**config.mk**
```make
export PLATFORM = sky130hd
export DESIGN_NAME = ale_frame_estimator
export DESIGN_NICKNAME = d
export VERILOG_FILES = /design/src/rtl/ale_defs_pkg.sv /design/src/rtl/ale_reciprocal.sv /design/src/rtl/ale_frame_estimator.sv
export SDC_FILE = /design/constraint.sdc
export NUM_CORES = 1
export LEC_CHECK = 0
export ABC_AREA = 0
export CORE_MARGIN = 10
export CORE_UTILIZATION = 29
export CTS_CLUSTER_DIAMETER = 80
export CTS_CLUSTER_SIZE = 16
export DETAILED_ROUTE_END_ITERATION = 10
export GPL_TIMING_DRIVEN = 0
export HOLD_SLACK_MARGIN = 0.12
export SYNTH_ARGS = -nofsm -noshare
export SYNTH_HDL_FRONTEND = slang
export SYNTH_SLANG_ARGS = --single-unit
```
**constraint.sdc**
```tcl
create_clock -name clk -period 35.7 [get_ports clk]
set_input_delay 3.57 -clock clk [delete_from_list [all_inputs] [get_ports clk]]
set_output_delay 3.57 -clock clk [all_outputs]
set_load 0.01 [all_outputs]
```
**src/rtl/ale_defs_pkg.sv**
```systemverilog
// Shared defaults and helpers for the atmospheric light estimator family.
// Default geometry, A scaling constants and the pixel/channel bit-offset helper live here.
package ale_defs;

    localparam int ALE_DW          = 8;
    localparam int ALE_CH          = 3;
    localparam int ALE_WIN         = 3;
    localparam int ALE_INV_W       = 16;
    localparam int ALE_SCALE_NUM   = 7;
    localparam int ALE_SCALE_SHIFT = 3;
    localparam int ALE_SMOOTH_SH   = 2;

    // Frame control states; COMMIT is held for exactly one cycle per eof.
    localparam logic [0:0] ST_ACCUM  = 1'b0;
    localparam logic [0:0] ST_COMMIT = 1'b1;

    // LSB of channel c of pixel p; pixel 0 sits at the bottom, channel 0 at the top of each pixel.
    function automatic int chan_lsb(input int p, input int c, input int ch, input int dw);
        return p * ch * dw + (ch - 1 - c) * dw;
    endfunction

endpackage

```
**src/rtl/ale_reciprocal.sv**
```systemverilog
// Saturating Q0.INV_W reciprocal: inv = min(2**INV_W / a, 2**INV_W - 1), a = 0 saturates.
// Purely combinational; one instance per channel.
module ale_reciprocal
    import ale_defs::*;
#(
    parameter int DW    = ALE_DW,
    parameter int INV_W = ALE_INV_W
) (
    input  logic [DW-1:0]    a,
    output logic [INV_W-1:0] inv
);
    localparam logic [INV_W:0]   NUM     = {1'b1, {INV_W{1'b0}}};
    localparam logic [INV_W-1:0] INV_SAT = {INV_W{1'b1}};

    logic [INV_W:0] quot;

    always_comb begin
        quot = '0;
        if (a != '0) begin
            quot = NUM / (INV_W+1)'(a);
        end
        // Only a == 1 produces a quotient that overflows INV_W bits.
        inv = (a == '0 || quot[INV_W]) ? INV_SAT : quot[INV_W-1:0];
    end

endmodule

```
**src/rtl/ale_frame_estimator.sv**
```systemverilog
// Per-frame atmospheric light estimator: keeps the window with the largest dark channel and commits A, 1/A.
// Build option: define ALE_TEMPORAL_SMOOTH_EN to IIR-smooth A across frames (one extra cycle of latency).
module ale_frame_estimator
    import ale_defs::*;
#(
    parameter int DW          = ALE_DW,
    parameter int CH          = ALE_CH,
    parameter int WIN         = ALE_WIN,
    parameter int SCALE_NUM   = ALE_SCALE_NUM,
    parameter int SCALE_SHIFT = ALE_SCALE_SHIFT,
    parameter int INV_W       = ALE_INV_W,
    parameter int SMOOTH_SH   = ALE_SMOOTH_SH
) (
    input  logic                     clk,
    input  logic                     rst,
    input  logic                     in_valid,
    input  logic                     in_sof,
    input  logic                     in_eof,
    input  logic [WIN*WIN*CH*DW-1:0] in_window,
    output logic [CH*DW-1:0]         out_A,
    output logic [CH*INV_W-1:0]      out_inv_A,
    output logic [DW-1:0]            out_dc_max,
    output logic                     out_valid
);
    localparam int NPIX = WIN * WIN;
    localparam int PW   = DW + SCALE_SHIFT;

    genvar gi;

    logic [CH*DW-1:0]    win_min;
    logic [CH*DW-1:0]    s1_min_reg;
    logic                s1_valid_reg, s1_sof_reg, s1_eof_reg;
    logic [CH*DW-1:0]    beat_a;
    logic [DW-1:0]       beat_dc;
    logic [DW-1:0]       run_max_reg, run_max_next;
    logic [CH*DW-1:0]    cand_reg, cand_next;
    logic [CH*DW-1:0]    snap_a_reg;
    logic [DW-1:0]       snap_dc_reg;
    logic [0:0]          state_reg;
    logic                commit_now;
    logic                out_load;
    logic [CH*DW-1:0]    rcp_a;
    logic [DW-1:0]       rcp_dc;
    logic [CH*INV_W-1:0] rcp_inv;

    generate
        for (gi = 0; gi < CH; gi++) begin : g_chan
            logic [DW-1:0] ch_min;
            logic [PW-1:0] prod;

            always_comb begin
                ch_min = '1;
                for (int p = 0; p < NPIX; p++) begin
                    if (in_window[chan_lsb(p, gi, CH, DW) +: DW] < ch_min) begin
                        ch_min = in_window[chan_lsb(p, gi, CH, DW) +: DW];
                    end
                end
            end

            assign win_min[(CH-1-gi)*DW +: DW] = ch_min;
            assign prod = PW'(s1_min_reg[(CH-1-gi)*DW +: DW]) * PW'(SCALE_NUM);
            assign beat_a[(CH-1-gi)*DW +: DW] = DW'(prod >> SCALE_SHIFT);
        end
    endgenerate

    always_comb begin
        beat_dc = s1_min_reg[(CH-1)*DW +: DW];
        for (int c = 1; c < CH; c++) begin
            if (s1_min_reg[(CH-1-c)*DW +: DW] < beat_dc) begin
                beat_dc = s1_min_reg[(CH-1-c)*DW +: DW];
            end
        end
    end

    always_ff @(posedge clk or negedge rst) begin
        if (!rst) begin
            s1_min_reg   <= '0;
            s1_valid_reg <= 1'b0;
            s1_sof_reg   <= 1'b0;
            s1_eof_reg   <= 1'b0;
        end else begin
            s1_min_reg   <= win_min;
            s1_valid_reg <= in_valid;
            s1_sof_reg   <= in_valid && in_sof;
            s1_eof_reg   <= in_valid && in_eof;
        end
    end

    // sof reloads unconditionally; otherwise only a strictly larger dark channel wins, so ties keep the earlier window.
    always_comb begin
        run_max_next = run_max_reg;
        cand_next    = cand_reg;
        if (s1_valid_reg && (s1_sof_reg || beat_dc > run_max_reg)) begin
            run_max_next = beat_dc;
            cand_next    = beat_a;
        end
    end

    assign commit_now = s1_valid_reg && s1_eof_reg;

    // Back-to-back eofs simply re-enter COMMIT; the snapshot is consumed on the following edge.
    always_ff @(posedge clk or negedge rst) begin
        if (!rst) begin
            run_max_reg <= '0;
            cand_reg    <= '0;
            snap_a_reg  <= '0;
            snap_dc_reg <= '0;
            state_reg   <= ST_ACCUM;
        end else begin
            run_max_reg <= commit_now ? '0 : run_max_next;
            cand_reg    <= commit_now ? '0 : cand_next;
            if (commit_now) begin
                snap_a_reg  <= cand_next;
                snap_dc_reg <= run_max_next;
            end
            state_reg <= commit_now ? ST_COMMIT : ST_ACCUM;
        end
    end

`ifdef ALE_TEMPORAL_SMOOTH_EN
    localparam int SW = DW + SMOOTH_SH;

    logic [CH*DW-1:0] sm_a_reg, sm_a_next;
    logic [DW-1:0]    sm_dc_reg;
    logic             sm_valid_reg, first_done_reg;

    generate
        for (gi = 0; gi < CH; gi++) begin : g_smooth
            logic [SW-1:0] acc;

            assign acc = SW'(sm_a_reg[(CH-1-gi)*DW +: DW]) * SW'((1 << SMOOTH_SH) - 1)
                       + SW'(snap_a_reg[(CH-1-gi)*DW +: DW]);
            assign sm_a_next[(CH-1-gi)*DW +: DW] = first_done_reg ? DW'(acc >> SMOOTH_SH)
                                                                  : snap_a_reg[(CH-1-gi)*DW +: DW];
        end
    endgenerate

    always_ff @(posedge clk or negedge rst) begin
        if (!rst) begin
            sm_a_reg       <= '0;
            sm_dc_reg      <= '0;
            sm_valid_reg   <= 1'b0;
            first_done_reg <= 1'b0;
        end else begin
            sm_valid_reg <= (state_reg == ST_COMMIT);
            if (state_reg == ST_COMMIT) begin
                sm_a_reg       <= sm_a_next;
                sm_dc_reg      <= snap_dc_reg;
                first_done_reg <= 1'b1;
            end
        end
    end

    assign out_load = sm_valid_reg;
    assign rcp_a    = sm_a_reg;
    assign rcp_dc   = sm_dc_reg;
`else
    assign out_load = (state_reg == ST_COMMIT);
    assign rcp_a    = snap_a_reg;
    assign rcp_dc   = snap_dc_reg;
`endif

    generate
        for (gi = 0; gi < CH; gi++) begin : g_rcp
            ale_reciprocal #(
                .DW    (DW),
                .INV_W (INV_W)
            ) u_rcp (
                .a   (rcp_a[(CH-1-gi)*DW +: DW]),
                .inv (rcp_inv[(CH-1-gi)*INV_W +: INV_W])
            );
        end
    endgenerate

    always_ff @(posedge clk or negedge rst) begin
        if (!rst) begin
            out_A      <= '0;
            out_inv_A  <= '0;
            out_dc_max <= '0;
            out_valid  <= 1'b0;
        end else begin
            out_valid <= out_load;
            if (out_load) begin
                out_A      <= rcp_a;
                out_inv_A  <= rcp_inv;
                out_dc_max <= rcp_dc;
            end
        end
    end

endmodule
```
==> flow_summary_export.csv <==
group,metric,value,unit
run_status,status,"complete, no violations",
synth,synthSimpleGateAreaFrac,0.1933,
synth,yosys_register_bits,173,
timing,relSlewSlack,0.2506,
timing,fin_tns_setup,0,ns
final_layout,drive_gt1_frac,0.1045,
worst_setup_path,cp.required,36.07,ns
routing,top_layer_used,"met5",
synth,synth_edf_count,0,
synth,synth_area_per_cell,7.781,sq um
global_route,grt_pass1_wl,167.8,mm
timing,fin_skew,0.01624,ns
worst_setup_path,critPathKind,"flip-flop to flip-flop",
timing,maxSlewViolCount,0,
timing,hold_viol,0,
global_route,grt_use_total,0.1601,
final_layout,finalCoreUtilization,0.3497,
synth,synth_adder_area_share,0.2001,
worst_setup_path,crit_slowest_cell,"or4_4",
timing,tightest_slew,1.115,ns
floorplanning,core_area,112800,sq um
timing,timing.final.crit_share,0.9358,
worst_setup_path,critPathCaptureType,"flip-flop",
synth,syn_area,33040,sq um
global_route,antenna_found_initial,11,
final_layout,syn2layout_area_growth,19.42,%
floorplanning,die-area,127800,sq um
routing,ant_nets,0,
clocking,clockBufferDepth,2,
global_route,grt_max_degree,112,
routing,wirelength,106.4,mm
clocking,cts_made_buffers,17,
worst_setup_path,critPathMaxStageDelay,0.51,ns
routing,vias,32616,
synth,async_flop_share,1.000,
floorplanning,fp.dieW,357.5,um
worst_setup_path,critPathLaunchType,"flip-flop",
placement,place_congestion,0.9060,
placement,dp_hpwl,87.55,mm
worst_setup_path,cp.arrival,33.78,ns
worst_hold_path,min_path_type,"flip-flop to flip-flop",
final_layout,regMostFlops,"out_inv_A",
routing,route.detailed.drc,0,
clocking,cts_tree,"built",
worst_setup_path,worst_path_most_repeated_cell,"a21o_1",
routing,wl_per_cell,17.38,um
synth,yosysWarnings,0,
synth,syn_nets,4981,
synth,muxShareOfSynthArea,0.09244,
clocking,cts-root-buf,"clkbuf_16",
clocking,h-tree-depth,4,
routing,viasPerCell,5.330,
floorplanning,io_pins,302,
global_route,grt-ovfl-total,0,
routing,drt-pass1-iter-count,5,
routing,wl_met1,48.89,mm
final_layout,nFillCells,11789,
clocking,insertion_delay,0.50,ns
timing,clock.fmax,0.02993,GHz
final_layout,nNetsFinal,5336,
synth,synth-compound-area-share,0.2926,
timing,period_needed,33.41,ns
global_route,grt_pass1_vias,31498,
clocking,cts_num_sinks,173,
synth,synthXorXnorAreaFrac,0.04056,
routing,drtIter0Drc,1895,
routing,wl_met3,6.556,mm
clocking,clk_pin_slew,0.09,ns
final_layout,largest_reg_flops,48,
synth,synth_top_family_by_area,"compound AO/OA/AOI/OAI gates",
synth,yosysSeqAreaShare,0.1310,
synth,synth_cell_type_count,132,
timing,setup_viol,0,
worst_setup_path,crit_path_max_fanout,10,
floorplanning,rows,123,
placement,port_buffers,301,
synth,syn_inst,4246,
run,max_cap_violations,0,
floorplanning,initial_core_util,0.2929,
worst_setup_path,r2r_slack,2.29,ns
floorplanning,die_h,357.5,um
routing,met2_length,47.39,mm
synth,ys.flop_type,"dfrtp_1",
==> per-stage QoR <==
stage	instances	area, sq um	worst slack [ns]	hold WS, ns
3_3_place_gp	6047	37930	-2.959	0.4677
3_5_place_dp	6049	37980	-3.138	0.4682
4_1_cts	6082	38770	0.08366	0.4860
6_report	6119	39450	2.291	0.4828
2_1_floorplan	4246	33040	4.261	0.3519
5_1_grt	6119	39450	-0.1080	0.5135
==> layout make-up <==
cell class,instances,area (sq um),area share
Antenna cell,5,12.51,0.0003171
Buffer,118,656.9,0.01665
Clock buffer,17,425.4,0.01078
Clock inverter,15,209.0,0.005296
Inverter,285,1077,0.02730
Multi-Input combinational cell,3667,27550,0.6982
Sequential cell,173,4329,0.1097
Tap cell,1500,1877,0.04757
Timing Repair Buffer,339,3321,0.08417
==> per-layer routing <==
| metal | up-vias | track usage |
|---|---|---|
| met4 | 10 | 0.05705 |
| met3 | 142 | 0.03345 |
| met5 | - | 0 |
| met2 | 760 | 0.2620 |
| li1 | 16420 | - |
| met1 | 15284 | 0.2062 |
==> final timing paths <==
path | start | endpoint | cells past startpoint
setup / recovery | rcp_a[0] | out_inv_A[0] | 158
hold / removal | rcp_dc[3] | rcp_dc[3] | 2
setup reg to reg | rcp_a[0] | out_inv_A[0] | 158
hold reg to reg | rcp_dc[3] | rcp_dc[3] | 2
max in group asynchronous | rst | out_inv_A[39] | 2
min in group asynchronous | rst | out_inv_A[22] | 1
==> worst max-delay path: cells and delay by family, from the launching register on <==
kind / cells / cell delay [ns]
AOI/OAI and AO/OA: 83 / 16.74
adders and majority gates: 16 / 5.20
buffers and inverters: 16 / 3.51
DFF: 1 / 0.33
muxes: 5 / 1.22
and+or+nand+nor: 38 / 6.20
==> what timing repair did <==
item,4_1_cts,5_1_grt
setup buffers,2,33
resized for setup,50,140
hold buffers,0,0
hold endpoints to repair,0,0
pin swaps,1,22
endpoints found under the setup margin,4,6
==> cells in the mapped netlist (all sizes together), types with 12 or more instances <==
cell,instances,area share
o22a,17,0.0046
o21ai,261,0.040
mux2,130,0.045
nand2b,98,0.019
o211ai,42,0.0097
o31ai,87,0.020
a31oi,33,0.0062
mux2i,157,0.048
o31a,15,0.0041
ha,490,0.19
o21a,139,0.032
o22ai,17,0.0034
a31o,13,0.0034
nor3,113,0.018
xnor2,98,0.026
and2,45,0.0087
a2111oi,12,0.0044
or3,29,0.0056
and3,30,0.0058
and4,16,0.0044
nand4,39,0.0078
nor2,419,0.048
inv,284,0.032
nor2b,64,0.012
a21oi,362,0.056
a211o,16,0.0042
or2,37,0.0070
nand3,66,0.010
a21boi,16,0.0039
nand2,269,0.031
dfrtp,173,0.13
a211oi,37,0.010
a21o,205,0.047
clkbuf,86,0.011
xor2,55,0.015
nor4,16,0.0054
fa,24,0.015
o21bai,26,0.0059
buf,35,0.0069
==> cells by family (layout without fill, tap and decap cells) <==
group | after synthesis | count (layout)
XOR/XNOR | 153 | 153
adder cells (fa/ha/maj) | 514 | 514
AO/OA/AOI/OAI | 1430 | 1430
flip-flops | 173 | 173
buffers and inverters | 406 | 774
multiplexers | 287 | 287
AND/OR/NAND/NOR | 1283 | 1283
other | 0 | 5
==> cell usage in the layout (no fill, tap or decap), types with 25 or more instances in the layout <==
cell / netlist / final
a31oi_1: 33 / 32
and2_1: 39 / 38
nor3_1: 110 / 105
buf_4: 3 / 42
nand2b_1: 98 / 97
mux2i_1: 156 / 155
mux2_2: 122 / 122
or3_1: 25 / 25
o211ai_1: 41 / 41
dfrtp_1: 173 / 173
nand2_1: 266 / 264
or2_2: 32 / 31
xnor2_1: 98 / 98
o21bai_1: 26 / 26
a21o_1: 191 / 191
clkbuf_1: 83 / 57
nor2b_1: 61 / 61
nand3_1: 66 / 65
and3_1: 28 / 27
o21a_1: 138 / 136
nor2_1: 418 / 413
xor2_1: 55 / 55
nand4_1: 37 / 37
a21oi_1: 357 / 334
ha_1: 490 / 490
inv_1: 282 / 280
o31ai_1: 87 / 80
clkdlybuf4s50_1: 0 / 300
o21ai_0: 254 / 235
Power is left out: the tool's default activity adds up to more than one toggle a clock period on the data nets, which glitch-free logic cannot reach.
